`config.mk`:
```
export PLATFORM = sky130hd
export DESIGN_NAME = conv_kxk_pipe
export DESIGN_NICKNAME = d
export VERILOG_FILES = /design/src/rtl/conv_pkg.sv /design/src/rtl/conv_row_adder.sv /design/src/rtl/conv_kxk_pipe.sv
export SDC_FILE = /design/constraint.sdc
export NUM_CORES = 1
export LEC_CHECK = 0
export CORE_ASPECT_RATIO = 1.2
export CORE_MARGIN = 2
export CORE_UTILIZATION = 53
export DETAILED_ROUTE_END_ITERATION = 10
export PLACE_DENSITY = 0.8
export SLEW_MARGIN = 20
export SYNTH_ARGS = -nofsm -noshare
export SYNTH_HDL_FRONTEND = slang
export SYNTH_HIERARCHICAL = 1
export SYNTH_SLANG_ARGS = --single-unit
export TNS_END_PERCENT = 5
```
`constraint.sdc`:
```
create_clock -name i_clk -period 6.8 [get_ports i_clk]
set_clock_uncertainty 0.05 [all_clocks]
set_input_delay 0.68 -clock i_clk [delete_from_list [all_inputs] [get_ports i_clk]]
set_output_delay 0.68 -clock i_clk [all_outputs]
set_load 0.01 [all_outputs]
```
`src/rtl/conv_pkg.sv`:
```
// conv_pkg: width helpers, saturation and default-configuration array types for the KxK convolution engine
package conv_pkg;
  localparam int CONV_DW = 5;
  localparam int CONV_K = 3;
  function automatic int conv_kxk_acc_width(input int dw, input int k);
    return 2 * dw + $clog2(k * k);
  endfunction
  function automatic int conv_row_width(input int dw, input int k);
    return 2 * dw + $clog2(k);
  endfunction
  localparam int CONV_ACC = conv_kxk_acc_width(CONV_DW, CONV_K);
  typedef logic [CONV_K-1:0][CONV_K-1:0][CONV_DW-1:0] conv_win_t;
  typedef logic [CONV_K-1:0][CONV_K-1:0][CONV_DW-1:0] conv_kernel_t;
  function automatic logic signed [63:0] conv_sat(input logic signed [63:0] v, input int w);
    logic signed [63:0] hi, lo;
    hi = (64'sd1 <<< (w - 1)) - 64'sd1;
    lo = -hi - 64'sd1;
    return v > hi ? hi : v < lo ? lo : v;
  endfunction
endpackage

```
`src/rtl/conv_row_adder.sv`:
```
// conv_row_adder: combinational sum of N sign-extended terms
module conv_row_adder #(
  parameter int N = 3,
  parameter int IW = 10,
  parameter int OW = 12
) (
  input  logic [N-1:0][IW-1:0] terms,
  output logic [OW-1:0]        sum
);
  always_comb begin
    sum = '0;
    for (int i = 0; i < N; i++) sum = sum + OW'($signed(terms[i]));
  end
endmodule

```
`src/rtl/conv_kxk_pipe.sv`:
```
// conv_kxk_pipe: KxK signed window x kernel engine, products -> row sums -> total -> saturate/ReLU output
module conv_kxk_pipe
  import conv_pkg::*;
#(
  parameter int DATA_WIDTH = 5,
  parameter int KSIZE = 3,
  parameter int ACC_WIDTH = conv_kxk_acc_width(DATA_WIDTH, KSIZE)
) (
  input  logic                                        i_clk,
  input  logic                                        i_rst,
  input  logic                                        i_valid,
  output logic                                        o_ready,
  input  logic [KSIZE-1:0][KSIZE-1:0][DATA_WIDTH-1:0] i_data,
  input  logic                                        i_kernel_ld,
  input  logic [KSIZE-1:0][KSIZE-1:0][DATA_WIDTH-1:0] i_kernel,
  input  logic [ACC_WIDTH-1:0]                        i_bias,
  input  logic                                        i_relu_en,
  output logic                                        o_valid,
  input  logic                                        i_ready,
  output logic [ACC_WIDTH-1:0]                        o_result,
  output logic                                        o_busy
);
  localparam int PW = 2 * DATA_WIDTH;
  localparam int RW = conv_row_width(DATA_WIDTH, KSIZE);
  localparam int TW = ACC_WIDTH + 1;
  logic [KSIZE-1:0][KSIZE-1:0][DATA_WIDTH-1:0] kernel;
  logic [KSIZE-1:0][KSIZE-1:0][PW-1:0] prod, s1_p;
  logic [KSIZE-1:0][RW-1:0] row_sum, s2_row;
  logic [TW-1:0] row_total, total, s3_total;
  logic [ACC_WIDTH-1:0] s1_bias, s2_bias, sat, res;
  logic s1_v, s2_v, s3_v, s1_relu, s2_relu, s3_relu, adv;
  assign adv = ~o_valid | i_ready;
  assign o_ready = adv;
  assign o_busy = s1_v | s2_v | s3_v;
  // operands widened first so the product is exact at 2*DATA_WIDTH
  always_comb begin
    prod = '0;
    for (int r = 0; r < KSIZE; r++)
      for (int c = 0; c < KSIZE; c++)
        prod[r][c] = PW'($signed(i_data[r][c])) * PW'($signed(kernel[r][c]));
  end
  for (genvar r = 0; r < KSIZE; r++) begin : g_row
    conv_row_adder #(.N(KSIZE), .IW(PW), .OW(RW)) u_row (.terms(s1_p[r]), .sum(row_sum[r]));
  end
  conv_row_adder #(.N(KSIZE), .IW(RW), .OW(TW)) u_total (.terms(s2_row), .sum(row_total));
  assign total = row_total + TW'($signed(s2_bias));
  assign sat = ACC_WIDTH'(conv_sat(64'($signed(s3_total)), ACC_WIDTH));
  assign res = (s3_relu && sat[ACC_WIDTH-1]) ? '0 : sat;
  always_ff @(posedge i_clk or posedge i_rst)
    if (i_rst) begin
      kernel <= '0;
      s1_v <= 1'b0;
      s1_p <= '0;
      s1_bias <= '0;
      s1_relu <= 1'b0;
      s2_v <= 1'b0;
      s2_row <= '0;
      s2_bias <= '0;
      s2_relu <= 1'b0;
      s3_v <= 1'b0;
      s3_total <= '0;
      s3_relu <= 1'b0;
      o_valid <= 1'b0;
      o_result <= '0;
    end else begin
      if (i_kernel_ld) kernel <= i_kernel;
      if (adv) begin
        s1_v <= i_valid;
        s1_p <= prod;
        s1_bias <= i_bias;
        s1_relu <= i_relu_en;
        s2_v <= s1_v;
        s2_row <= row_sum;
        s2_bias <= s1_bias;
        s2_relu <= s1_relu;
        s3_v <= s2_v;
        s3_total <= total;
        s3_relu <= s2_relu;
        o_valid <= s3_v;
        if (s3_v) o_result <= res;
      end
    end
endmodule
```
Word level (Yosys, flattened, before mapping)

Cells that the tools add are included.

$add $sub $neg: 9
Multipliers: 9
$lt $le $gt $ge: 2
Mux-type cells: 3
Bitwise gates (word level): 4
Reduce and logical (&&, ||, !) cells: 2

Operators by type and width:

| kind                 | number |
|---|---|
| $mul 5x5->10         | 9 |
| $mux 14              | 3 |
| $add 12x12->12       | 3 |
| $add 10x10->11       | 3 |
| $add 15x15->15       | 2 |
| $gt 15x14->1 const B | 1 |
| $lt 15x14->1 const B | 1 |
| $add 12x12->13       | 1 |
| $or 1x1->1           | 3 |
| $reduce_and 2->1     | 1 |
| $logic_and 1x1->1    | 1 |
| $not 1->1            | 1 |

Register bits: 235
Input bits: 110
Output and inout port bits: 17
Word-level logic and storage cells: 61

Depth between registers and ports, before layout

Depth in word-level cells: 5
Depth in mapped cells: 17
Gate-level depth less buffers: 17

Modules after synthesis

The synthesis kept the hierarchy.

Modules (own cells, without submodules):

| module                               | instances | cells each | area an instance (um^2) | seq. area each (um^2) |
|---|---|---|---|---|
| conv_kxk_pipe                        | 1         | 1,884      | 17,594.4                | 5,880.6 |
| conv_row_adder at g_row[0].u_row ... | 3         | 72         | 684.4                   | 0.0 |
| conv_row_adder at u_total            | 1         | 83         | 782.0                   | 0.0 |

Least setup slack after synthesis

No wires, ideal clock.

Kind: register to register
Start point: register s2_row[1] (netlist bit)
End point: register s3_total[14]
Library setup time: 0.082 ns
Arrival: 3.768 ns
Data required time: 6.668 ns
Setup slack: 2.900 ns
Stages on the path, launching flop included: 16
Buffers on the path: 0
Clock period less this slack: 3.900 ns
Cell sequence: dfrtp_1 > fa_1 > ha_1 > fa_1 > a21o_1 > a221oi_2 > o21ai_2 > or4_1 > nand3_1 > ha_1 > and2_1 > nand3_1 > a21o_1 > a41oi_2 > or3_1 > a31oi_1

Word-level cells in the longest chain between the ends: 3

Ends and longest elaborated chain:

| item                   | line                 | text |
|---|---|---|
| from (decl)            | conv_kxk_pipe.sv:28  | `logic [KSIZE-1:0][RW-1:0] row_sum, s2_row;` |
| from (signal assigned) | conv_kxk_pipe.sv:73  | `s2_row <= row_sum;` |
| $add 12x12->13         | conv_row_adder.sv:12 | `for (int i = 0; i < N; i++) sum = sum + OW'($signed(terms[i]));` |
| $add 15x15->15         | conv_row_adder.sv:12 |  |
| net row_total[11]      | conv_kxk_pipe.sv:29  | `logic [TW-1:0] row_total, total, s3_total;` |
| $add 15x15->15         | conv_kxk_pipe.sv:46  | `assign total = row_total + TW'($signed(s2_bias));` |
| to (signal assigned)   | conv_kxk_pipe.sv:77  | `s3_total <= total;` |
| to (decl)              | conv_kxk_pipe.sv:29  |  |

The timed path passes the listed nets, and every way through them passes these cells.
A chain may end at the register's enable or synchronous reset.

Final worst setup path

Start point: register s2_row[1] (netlist bit)
End point: register s3_total[13]

Same word-level chain as after synthesis.

==> flow_summary.ini <==
[status]
status = completed

[placement]
placed_cell_area_mm2 = 0.0222
hpwl_mm = 31.6
gp_congestion = 0.861
io_buffer_count = 126

[synthesis]
synth_top_area_cell = dfrtp_1
synth_cells = 2183
synthTopCellsByArea = dfrtp_1, fa_1, ha_1, nand2_1, inv_1
synth_top_area_frac = 0.288
synth_flop_cell = dfrtp_1
ys_types = 55
syn_avg_cell_area_um2 = 9.36
syn-num-nets = 2684
seq_area_frac_synth = 0.288
ys_async_sr_fraction = 1.00
synth_edf_count = 0
synth_area_mm2 = 0.0204
yosys_warnings = 6
yosys_register_bits = 235

[clocking]
cts_tree = done
clock-root-buffer = clkbuf_16
cts_sinks = 235
cts.clk_slew.worst_paths_ns = 0.06
cts_buffers = 27
clock_path_buffers = 3
cts_setup_buffers = 0
cts_hold_buf = 0
post_cts_resized = 0
htreeDepth = 1
clk-insertion-delay-late_ns = 0.56

[floorplanning]
rows = 78
core_area_mm2 = 0.0379
die_x_um = 183
dieArea_mm2 = 0.0401
pin_count = 127
die_h_um = 219
initial_utilization = 0.540

[detailed_routing]
routedWlPerCell_um = 14.8
vias = 14800
ant_nets = 0
via_per_inst = 5.31
drt_first_pass_iters = 5
drc = 0
drt_iter0_markers = 745
wl_mm = 41.3

[worst_setup_path]
endpoint_kind = flip-flop
path_max_fanout = 5
critPathArrivalTime_ns = 4.65
required_ns = 7.15
r2r-end = s3_total[13]$_DFFE_PP0N_
r2r_cells = 15
r2r_setup_slack_ns = 2.50
startpoint = s2_row[1]$_DFFE_PP0N_
crit_path_end = s3_total[13]$_DFFE_PP0N_
r2r_start = s2_row[1]$_DFFE_PP0N_
startpoint_type = flip-flop
critPathKind = flip-flop to flip-flop

[final_layout]
nets = 2793
diodes = 0
num-fill-cells = 3092
layout_common_cells = nand2_1, inv_1, dfrtp_1, fa_1, ha_1
layout_commonest_cell = nand2_1
finish.utilization = 0.610
area.growth.synth_to_final_pct = 13.1
stdcell_area_mm2 = 0.0231
layout-drive-gt1-share = 0.0584

[grt]
grt_pass1_vias = 15800
antenna_found_initial = 0
grt.total_usage = 0.219
grt_max_degree = 168
overflow = 0
grt_pass1_wl_mm = 72.7

[sta]
max_freq_mhz = 233
worst_pin_slew_ns = 0.968
setup_viol = 0
period_share = 0.632
fin_tns_setup_ns = 0
layout_min_cycle_time_ns = 4.30
slew-limit-headroom = 0.355
hold_violations = 0
slew_viol_final = 0
rsz0062_at_grt = false

[hold_path]
hold_path.class = flip-flop to flip-flop

[run]
maxCapViolations = 0
==> metrics by stage <==
stage | hold WS (ns) | instances | setup WS, ns
3_5_place_dp | 0.408 | 2743 | 2.27
3_3_place_gp | 0.400 | 2743 | 2.37
6_report | 0.422 | 2793 | 2.50
2_1_floorplan | 0.389 | 2183 | 2.90
4_1_cts | 0.421 | 2793 | 2.52
5_1_grt | 0.453 | 2793 | 2.28
==> cell usage after synthesis, types with 2 or more instances <==
cell,n
o22ai_1,2
a2111oi_4,3
a211oi_1,10
ha_1,191
mux2_2,43
a31oi_1,6
o211ai_1,7
nand2_1,402
nor2b_1,18
nor2_1,106
xnor2_1,87
fa_1,200
a21boi_1,2
dfrtp_1,235
buf_4,2
nor3_1,9
mux2i_1,2
o31a_1,2
o21a_1,6
and3_1,5
a21o_1,22
a21oi_2,13
o21bai_1,26
and2_1,139
o21ai_1,8
clkbuf_1,38
o2111ai_2,3
buf_1,11
nand3_1,22
a41oi_1,2
nand2b_1,16
and3_2,4
nand3_2,6
a21oi_1,119
xor2_1,33
o31ai_1,3
o21ai_0,62
or3_1,2
inv_1,300
==> registers in the layout, summed over array words and instances, names as in the netlist <==
register and count:
s3_v 1, s3_relu 1, s2_row 36, s1_v 1, s1_bias 14, s3_total 15, s1_relu 1, kernel 45
o_valid 1, s2_bias 14, s2_relu 1, s2_v 1, o_result 14, s1_p 90
==> logic make-up (layout without fill, tap and decap cells) <==
logic type                 count (synthesis)  in the layout  share of synthesized area
DFF                                      235            235                      0.288
xor gates and xnor gates                 120            120                     0.0514
adders and majority gates                391            391                      0.313
AOI/OAI and AO/OA                        304            304                     0.0950
and+or+nand+nor                          735            735                      0.163
muxes                                     45             45                     0.0247
buffers and inverters                    353            483                     0.0653
==> critical path, stage by stage (launching register included) <==
cell and delay, ns:
dfrtp_1 0.40, fa_1 0.48, ha_1 0.22, fa_1 0.45, a21o_1 0.22, a221oi_2 0.32
o21ai_2 0.15, or4_1 0.41, nand3_1 0.12, ha_1 0.29, and2_1 0.20, a22oi_1 0.21
nand3_1 0.12, o21ai_1 0.17, xor2_1 0.21, a21oi_1 0.09
==> layout make-up <==
type | count | area [µm²] | area share
Multi-Input combinational cell | 1595 | 13200 | 0.572
Sequential cell | 235 | 5880 | 0.254
Timing Repair Buffer | 132 | 1310 | 0.0569
Inverter | 301 | 1140 | 0.0493
Clock buffer | 34 | 722 | 0.0312
Tap cell | 480 | 601 | 0.0260
Clock inverter | 16 | 230 | 0.00996
==> routing by layer <==
metal | global-route usage | part of all wire | wire, µm
met1 | 0.275 | 0.42 | 17500
met2 | 0.396 | 0.51 | 21200
met3 | 0.0237 | 0.036 | 1470
met4 | 0.0712 | 0.028 | 1160
met5 | 0 | 0 | 0
==> worst min-delay path by stage <==
stage                           start                endpoint  slack, ns  cells past startpoint
3_5_place_dp     s1_p[40]$_DFFE_PP0N_    s1_p[40]$_DFFE_PP0N_       0.41                      2
2_1_floorplan  s1_bias[0]$_DFFE_PP0N_  s1_bias[0]$_DFFE_PP0N_       0.39                      2
4_1_cts          s1_p[40]$_DFFE_PP0N_    s1_p[40]$_DFFE_PP0N_       0.42                      2
5_1_grt          s1_p[50]$_DFFE_PP0N_    s1_p[50]$_DFFE_PP0N_       0.45                      2
3_3_place_gp   s1_bias[0]$_DFFE_PP0N_  s1_bias[0]$_DFFE_PP0N_       0.40                      2
6_report       s1_bias[3]$_DFFE_PP0N_  s2_bias[3]$_DFFE_PP0N_       0.42                      2
Power is left out: the tool's default activity adds up to more than one toggle a clock period on the data nets, which glitch-free logic cannot reach.
